$ cat config.mk
export PLATFORM = sky130hd
export DESIGN_NAME = boot_loader_ctrl
export DESIGN_NICKNAME = d
export VERILOG_FILES = /design/src/rtl/boot_loader_ctrl.sv
export SDC_FILE = /design/constraint.sdc
export NUM_CORES = 1
export LEC_CHECK = 0
export ABC_AREA = 1
export BUFFER_PORTS_ARGS = -buffer_cell sky130_fd_sc_hd__buf_4
export CORE_ASPECT_RATIO = 1.2
export CORE_MARGIN = 2
export CORE_UTILIZATION = 61
export DETAILED_ROUTE_END_ITERATION = 8
export PLACE_DENSITY = 0.84
export SLEW_MARGIN = 20
export SYNTH_ARGS = -nofsm -noshare
export SYNTH_HDL_FRONTEND = slang
export SYNTH_SLANG_ARGS = --single-unit
$ cat constraint.sdc
create_clock -name clk -period 4 [get_ports clk]
set_input_delay 0.4 -clock clk [delete_from_list [all_inputs] [get_ports clk]]
set_output_delay 0.4 -clock clk [all_outputs]
set_load 0.02 [all_outputs]
$ cat src/rtl/boot_loader_ctrl.sv
// Boot sequencer: loads a length-prefixed little-endian byte image into instruction
// memory, then releases the CPU reset after RESET_HOLD cycles. Define BOOT_CHECKSUM_EN
// to require a trailing mod-256 checksum byte before the CPU is released.
module boot_loader_ctrl #(
  parameter int ADDR_W     = 8,
  parameter int RESET_HOLD = 4
) (
  input  logic              clk,
  input  logic              Reset,
  input  logic [7:0]        rx_data,
  input  logic              rx_valid,
  output logic              rx_ready,
  input  logic              reload,
  output logic              imem_we,
  output logic [ADDR_W-1:0] imem_addr,
  output logic [31:0]       imem_wdata,
  output logic              cpu_reset,
  output logic              boot_done,
  output logic              boot_error,
  output logic [15:0]       words_loaded
);

  typedef enum logic [2:0] {
    S_LEN_LO = 3'd0,
    S_LEN_HI = 3'd1,
    S_DATA   = 3'd2,
`ifdef BOOT_CHECKSUM_EN
    S_CHECK  = 3'd3,
`endif
    S_HOLD   = 3'd4,
    S_RUN    = 3'd5,
    S_ERROR  = 3'd6
  } state_t;

  localparam int HOLD_W = $clog2(RESET_HOLD + 1);
  // Largest legal length is 2^ADDR_W, which needs one bit more than the length field.
  localparam logic [16:0] MAX_WORDS = 17'(1) << ADDR_W;

`ifdef BOOT_CHECKSUM_EN
  localparam state_t S_AFTER_DATA = S_CHECK;
`else
  localparam state_t S_AFTER_DATA = S_HOLD;
`endif

  state_t              r_state;
  state_t              w_next;
  logic [7:0]          r_len_lo;
  logic [15:0]         r_len;
  logic [1:0]          r_byte_cnt;
  logic [23:0]         r_word_buf;
  logic [ADDR_W-1:0]   r_word_addr;
  logic [15:0]         r_words_loaded;
  logic                r_imem_we;
  logic [ADDR_W-1:0]   r_imem_addr;
  logic [31:0]         r_imem_wdata;
  logic [HOLD_W-1:0]   r_hold_cnt;
  logic                r_cpu_reset;
  logic                r_boot_done;
  logic                r_boot_error;

  logic                w_loading;
  logic                w_xfer;
  logic [15:0]         w_len_full;
  logic                w_word_done;
  logic                w_last_word;
  logic                w_enter_len_lo;
  logic                w_enter_hold;

  assign w_loading = (r_state == S_LEN_LO) || (r_state == S_LEN_HI) || (r_state == S_DATA)
`ifdef BOOT_CHECKSUM_EN
                  || (r_state == S_CHECK)
`endif
                  ;

  assign rx_ready       = w_loading && !Reset;
  assign w_xfer         = rx_valid && rx_ready;
  assign w_len_full     = {rx_data, r_len_lo};
  assign w_word_done    = w_xfer && (r_state == S_DATA) && (r_byte_cnt == 2'd3);
  assign w_last_word    = (r_words_loaded + 16'd1) == r_len;
  assign w_enter_len_lo = (w_next == S_LEN_LO) && (r_state != S_LEN_LO);
  assign w_enter_hold   = (w_next == S_HOLD) && (r_state != S_HOLD);

`ifdef BOOT_CHECKSUM_EN
  logic [7:0] r_csum;

  always_ff @(posedge clk) begin
    if (Reset || w_enter_len_lo) begin
      r_csum <= 8'h00;
    end else if (w_xfer && (r_state != S_CHECK)) begin
      r_csum <= r_csum + rx_data;
    end
  end
`endif

  always_ff @(posedge clk) begin
    if (Reset) begin
      r_state <= S_LEN_LO;
    end else begin
      // NOTE: state and datapath registers use non-blocking assignments so every
      // always_ff reads the pre-edge values regardless of simulator evaluation order.
      r_state <= w_next;
    end
  end

  always_comb begin
    // NOTE: default first so every path assigns w_next and no latch is inferred.
    w_next = r_state;
    unique case (r_state)
      S_LEN_LO: if (w_xfer) w_next = S_LEN_HI;
      S_LEN_HI: begin
        if (w_xfer) begin
          if ({1'b0, w_len_full} > MAX_WORDS) w_next = S_ERROR;
          else if (w_len_full == 16'd0)       w_next = S_AFTER_DATA;
          else                                w_next = S_DATA;
        end
      end
      S_DATA: if (w_word_done && w_last_word) w_next = S_AFTER_DATA;
`ifdef BOOT_CHECKSUM_EN
      S_CHECK: begin
        if (w_xfer) w_next = (rx_data == r_csum) ? S_HOLD : S_ERROR;
      end
`endif
      S_HOLD:  if (r_hold_cnt == HOLD_W'(1)) w_next = S_RUN;
      S_RUN:   if (reload) w_next = S_LEN_LO;
      S_ERROR: if (reload) w_next = S_LEN_LO;
      default: w_next = S_LEN_LO;
    endcase
  end

  always_ff @(posedge clk) begin
    if (Reset) begin
      r_len_lo       <= 8'h00;
      r_len          <= 16'h0000;
      r_byte_cnt     <= 2'd0;
      r_word_buf     <= 24'h000000;
      r_word_addr    <= '0;
      r_words_loaded <= 16'h0000;
      r_imem_we      <= 1'b0;
      r_imem_addr    <= '0;
      r_imem_wdata   <= 32'h0000_0000;
    end else begin
      r_imem_we <= 1'b0;
      if (w_enter_len_lo) begin
        r_byte_cnt     <= 2'd0;
        r_word_addr    <= '0;
        r_words_loaded <= 16'h0000;
      end else if (w_xfer) begin
        unique case (r_state)
          S_LEN_LO: r_len_lo <= rx_data;
          S_LEN_HI: r_len    <= w_len_full;
          S_DATA: begin
            r_byte_cnt <= r_byte_cnt + 2'd1;
            unique case (r_byte_cnt)
              2'd0: r_word_buf[7:0]   <= rx_data;
              2'd1: r_word_buf[15:8]  <= rx_data;
              2'd2: r_word_buf[23:16] <= rx_data;
              default: begin
                r_imem_we      <= 1'b1;
                r_imem_wdata   <= {rx_data, r_word_buf};
                r_imem_addr    <= r_word_addr;
                r_word_addr    <= r_word_addr + ADDR_W'(1);
                r_words_loaded <= r_words_loaded + 16'd1;
              end
            endcase
          end
          default: ;
        endcase
      end
    end
  end

  // Hold timer: loaded on HOLD entry so RUN is entered exactly RESET_HOLD edges later.
  always_ff @(posedge clk) begin
    if (Reset) begin
      r_hold_cnt <= '0;
    end else if (w_enter_hold) begin
      r_hold_cnt <= HOLD_W'(RESET_HOLD);
    end else if (r_state == S_HOLD) begin
      r_hold_cnt <= r_hold_cnt - HOLD_W'(1);
    end
  end

  always_ff @(posedge clk) begin
    if (Reset) begin
      r_cpu_reset  <= 1'b1;
      r_boot_done  <= 1'b0;
      r_boot_error <= 1'b0;
    end else begin
      r_cpu_reset  <= (w_next != S_RUN);
      r_boot_done  <= (w_next == S_RUN);
      r_boot_error <= (w_next == S_ERROR);
    end
  end

  assign imem_we      = r_imem_we;
  assign imem_addr    = r_imem_addr;
  assign imem_wdata   = r_imem_wdata;
  assign cpu_reset    = r_cpu_reset;
  assign boot_done    = r_boot_done;
  assign boot_error   = r_boot_error;
  assign words_loaded = r_words_loaded;

endmodule

# == Word-level counts from Yosys, hierarchy flattened ==
# Index checks and enable logic that the tools add are counted.
# word_totals
out_inout_bits,61
wordCells,81
register_bits,124
# classes
n_lt_le_gt_ge,1
bitwise_logic,4
mux,11
n_addsub,4
reduce_logical,29
eq_ne,15
# op_table
cell,n
$mux W3,9
$eq A3 B3 Y1 const B,6
$add A16 B1 Y16 const B,1
$eq A16 B16 Y1,1
$gt A16 B9 Y1 const B,1
$logic_not A16 Y1,1
$reduce_and A4 Y1,4
$pmux W3 S5,1
$reduce_and A3 Y1,3
$add A8 B1 Y8 const B,1
$logic_and A1 B1 Y1,7
$eq A3 B1 Y1 const B,2
$logic_not A3 Y1,2
$ne A3 B3 Y1 const B,2
$reduce_or A2 Y1,3
$eq A2 B2 Y1 const B,2
$not A1 Y1,4
$reduce_or A4 Y1,1
$eq A3 B2 Y1 const B,1
$reduce_bool A3 Y1,1
$reduce_or A3 Y1,1
$sub A3 B1 Y3 const B,1
$add A2 B1 Y2 const B,1
$eq A2 B1 Y1 const B,1
other kinds (6),7

# == Logic depth before layout (Yosys ltp) ==
# logic_depth
ltp_word,14
ltp_mapped,17

# == Worst setup path before layout ==
# Ideal clock, no wire load.
# synth_timing
path_type,flip-flop to flip-flop
startpoint,"register r_words_loaded[0], in the netlist words_loaded[0]"
endpoint,"register r_words_loaded[3], in the netlist words_loaded[3]"
required_time_ps,3881
path_stages_with_launch,16
synth_period_minus_slack_ps,2375
setup_slack_ps,1625
t_arrival_ps,2256
setup_ps,119
path_cell_list,dfxtp_1 > ha_1 > nand2_1 > nor2_4 > nand3_1 > xor2_1 > nor2_1 > nor2_1 > nand2_1 > nor2_1 > nand2_1 > nand2_1 > nand3_2 > o21ai_4 > buf_6 > nor2_2
# synth_between
elab_chain_cells,8
# synth_lines
element,line,text
"start, declared",52,logic [15:0] r_words_loaded;
"start signal, assigned",162,r_words_loaded <= r_words_loaded + 16'd1;
$add A16 B1 Y16 (*),"79, 162",
$eq A16 B16 Y1,79,assign w_last_word = (r_words_loaded + 16'd1) == r_len;
$logic_and A1 B1 Y1,117,S_DATA: if (w_word_done && w_last_word) w_next = S_AFTER_DATA;
$mux W3,117,
$pmux W3 S5,108,unique case (r_state)
$logic_not A3 Y1,80,assign w_enter_len_lo = (w_next == S_LEN_LO) && (r_state != S_LEN_LO);
$logic_and A1 B1 Y1,80,
$reduce_or A2 Y1 (no source line),-,
# Mark *: on every way between the ends. The rest lies on a longest branch, timed or not.
# A chain may end at the register's enable or synchronous reset.

# == Worst setup path in the final report ==
# layout_timing
startpoint,"register r_words_loaded[0], in the netlist words_loaded[0]"
endpoint,"register r_words_loaded[0], in the netlist words_loaded[0]"
# The elaborated chain is that of the path after synthesis.

==> flow_summary.toml <==
[cells_and_area]
post-route-util_pct = 77.2
layout-drive-gt1-share_pct = 17.6
areaGrowthSynthToFinish_pct = 23.3
num_antenna_cells = 0
layout.cells.non_filler = 945
nets = 836

[worst_hold_path]
worstHoldEndpoint = "r_state[1]$_SDFF_PP0_"
worst_hold_path_type = "in2reg"
min_delay_path_depth = 2
worstHoldStart = "Reset"

[logic_synthesis]
yosys_register_bits = 124
synth_nets = 767
syn_inst = 746
ys_types = 30
synth_compound_area_share_pct = 12.9
synth_top_area_share_pct = 46.3
synth_top_family_by_area = "simple AND/OR/NAND/NOR gates"
synthAdderAreaFrac_pct = 2.10
async_flop_share_pct = 0
yosysMostFrequentCell = "nor2_1"
yosys_most_used_dff = "dfxtp_1"
synth_top_cells_by_count = "nor2_1, dfxtp_1, nand2_1, o21ai_0, inv_1"
synth_xor_xnor_area_share_pct = 1.80
yosys.area_share.simple_pct = 30.0
synth_edf_count = 0
yosys.area.top_type = "dfxtp_1"
synth_top_cells_by_area = "dfxtp_1, nor2_1, o21ai_0"
ys_seq_area_share_pct = 46.3
syn_area_per_cell_sq_um = 7.19
syn_area_sq_um = 5370
yosys_warnings = 0
synthMuxAreaShare_pct = 0.187

[grt]
grt_overflow = 0
grt_pass1_wl_um = 21300
grt_max_degree = 93
grt_pass1_vias = 4776
grt_antenna_before_repair = 0
grtUsageTotal_pct = 28.7

[critical_path]
crit_chain = "ha_1 -> nand2_1 -> nor2_4 -> nand3_1 -> xor2_1 -> nor2_1 -> nor2_1 -> nand2_1 -> nor2_1 -> nand2_1 -> nand2_1 -> nand3_2 -> o21ai_4 -> buf_4 -> nor2_1"
critPathKind = "reg2reg"
end_kind = "register"
critPathMaxFanout = 14
ff2ff_path_depth = 15
max_stage_delay_ns = 0.45
cp-start-kind = "register"
r2r_start = "words_loaded[0]$_SDFFE_PP0P_"
r2r_slack_ns = 1.02
path_delay_family = "simple AND/OR/NAND/NOR gates"
cp_data_required_time_ns = 4.41
crit_buf_inv = 1
cp_slowest_cell = "dfxtp_1"
timing.rr.end = "words_loaded[0]$_SDFFE_PP0P_"
crit_arrival_ns = 3.39

[clock_network]
cts_hold_buf = 0
insertion_delay_ns = 0.53
ctsResizeCount = 0
htreeDepth = 4
cts_tree = "done"
clock_path_buffers = 2
cts_buffers = 17
clockRootBuffer = "clkbuf_8"
cts.sink_count = 124
post_cts_buffers = 0
path_clk_slew_ns = 0.06

[timing]
drv_slew = 0
setup_viol = 0
hold_viol = 0
fin_crit_ns = 2.98
fin_setup_tns_ns = 0
worst_pin_slew_ns = 0.713
slew_headroom_pct = 52.5
finalCritPeriodShare_pct = 74.5
fin_skew_ns = 0.00675
fmax_ghz = 0.336
rsz0062_at_grt = "false"

[outcome]
outcome = "finished clean"

[floorplanning]
start_util_pct = 62.6
die_y_um = 107
die_x_um = 89.6
core_area_sq_um = 8560
core.rowCount = 37
die_area_sq_um = 9560
boundaryPins = 73

[routing]
wl_per_cell_um = 13.9
drt-total-wl_um = 13100
vias = 5064
detail_route.vias_per_cell = 5.36
ant_nets = 0
route.detailed.drc = 0
drtIter0Drc = 277
firstDrtPassIters = 7

[place]
gp_congestion = 0.874
portBuffers = 72
dp_hpwl_um = 8550
dp_cells = 913

[pwr]
peakVddDrop_mv = 0.288
power.leakage_nw = 2.74
power_density_nw_per_um2 = 459
power.total_mw = 3.03

[run]
cap_violations = 0
-- stage by stage --
| step | area, sq um | hold WS [ns] | worst slack (ns) |
|---|---|---|---|
| CTS | 6610 | 0.0545 | 1.04 |
| global placement | 5970 | 0.457 | 1.28 |
| global route | 6610 | 0.0578 | 0.735 |
| finish | 6610 | 0.0664 | 1.02 |
| floorplan | 5370 | 0.444 | 1.63 |
| detailed placement | 5970 | 0.467 | 1.13 |
-- state kept, by name, indices dropped and copies added (netlist names) --
name and flops:
boot_done 1, boot_error 1, cpu_reset 1, imem_addr 8, imem_wdata 32, imem_we 1, r_byte_cnt 2, r_hold_cnt 3
r_len 16, r_len_lo 8, r_state 3, r_word_addr 8, r_word_buf 24, words_loaded 16
-- metal layers --
| metal | GRT usage, % | share of wire [%] | up-vias |
|---|---|---|---|
| li1 | - | - | 2532 |
| met1 | 32.6 | 41 | 2314 |
| met2 | 48.6 | 51 | 170 |
| met3 | 7.47 | 5.1 | 48 |
| met4 | 14.6 | 3.7 | 0 |
| met5 | 0 | 0 | - |
-- where the power goes --
| part | internal [mW] | switching, mW |
|---|---|---|
| registers | 1.25 | 0.0102 |
| logic | 0.0433 | 0.100 |
| clock network | 1.07 | 0.563 |
-- kinds of logic (layout without fill, tap and decap cells) --
kind of cell             count (synthesis)  in the layout
AO/OA/AOI/OAI                          135            135
XOR/XNOR                                11             11
adder cells (fa/ha/maj)                  9              9
buffers and inverters                   92            174
flip-flops                             124            124
multiplexers                             1              1
AND/OR/NAND/NOR                        374            374
-- cell usage in the layout, fill, tap and decap left out, types with 3 or more instances in the layout --
master      netlist  layout
bufinv_16         0       4
nor3_1            3       3
nor2_2           23      23
xor2_1            8       8
inv_1            62      61
o21ai_0         106     106
inv_2             3       4
clkinv_4          0       3
xnor2_1           3       3
dfxtp_1         124     124
clkbuf_8          0       4
buf_4             0      77
nand2_1         106     106
nor2_1          184     184
nand3_1          36      36
nand4_1           7       7
nor2_4            3       3
clkinvlp_4        0       4
nand3b_1          5       5
ha_1              9       9
clkbuf_16         0      16
a21oi_1          23      23
-- cell type report --
cell class	instances	area, sq um
Multi-Input combinational cell	530	2520
Tap cell	117	146
Fill cell	620	1950
Clock buffer	20	455
Inverter	65	244
Clock inverter	12	185
Sequential cell	124	2480
Timing Repair Buffer	77	578
-- worst max-delay path by stage --
stage / from / end / cells past startpoint
finish: words_loaded[0]$_SDFFE_PP0P_ / words_loaded[0]$_SDFFE_PP0P_ / 15
global route: words_loaded[0]$_SDFFE_PP0P_ / words_loaded[0]$_SDFFE_PP0P_ / 15
detailed placement: words_loaded[0]$_SDFFE_PP0P_ / words_loaded[0]$_SDFFE_PP0P_ / 15
floorplan: words_loaded[0]$_SDFFE_PP0P_ / words_loaded[3]$_SDFFE_PP0P_ / 15
global placement: words_loaded[0]$_SDFFE_PP0P_ / words_loaded[15]$_SDFFE_PP0P_ / 15
CTS: words_loaded[0]$_SDFFE_PP0P_ / words_loaded[0]$_SDFFE_PP0P_ / 15
No activity file was read; power rests on OpenSTA's default activity.
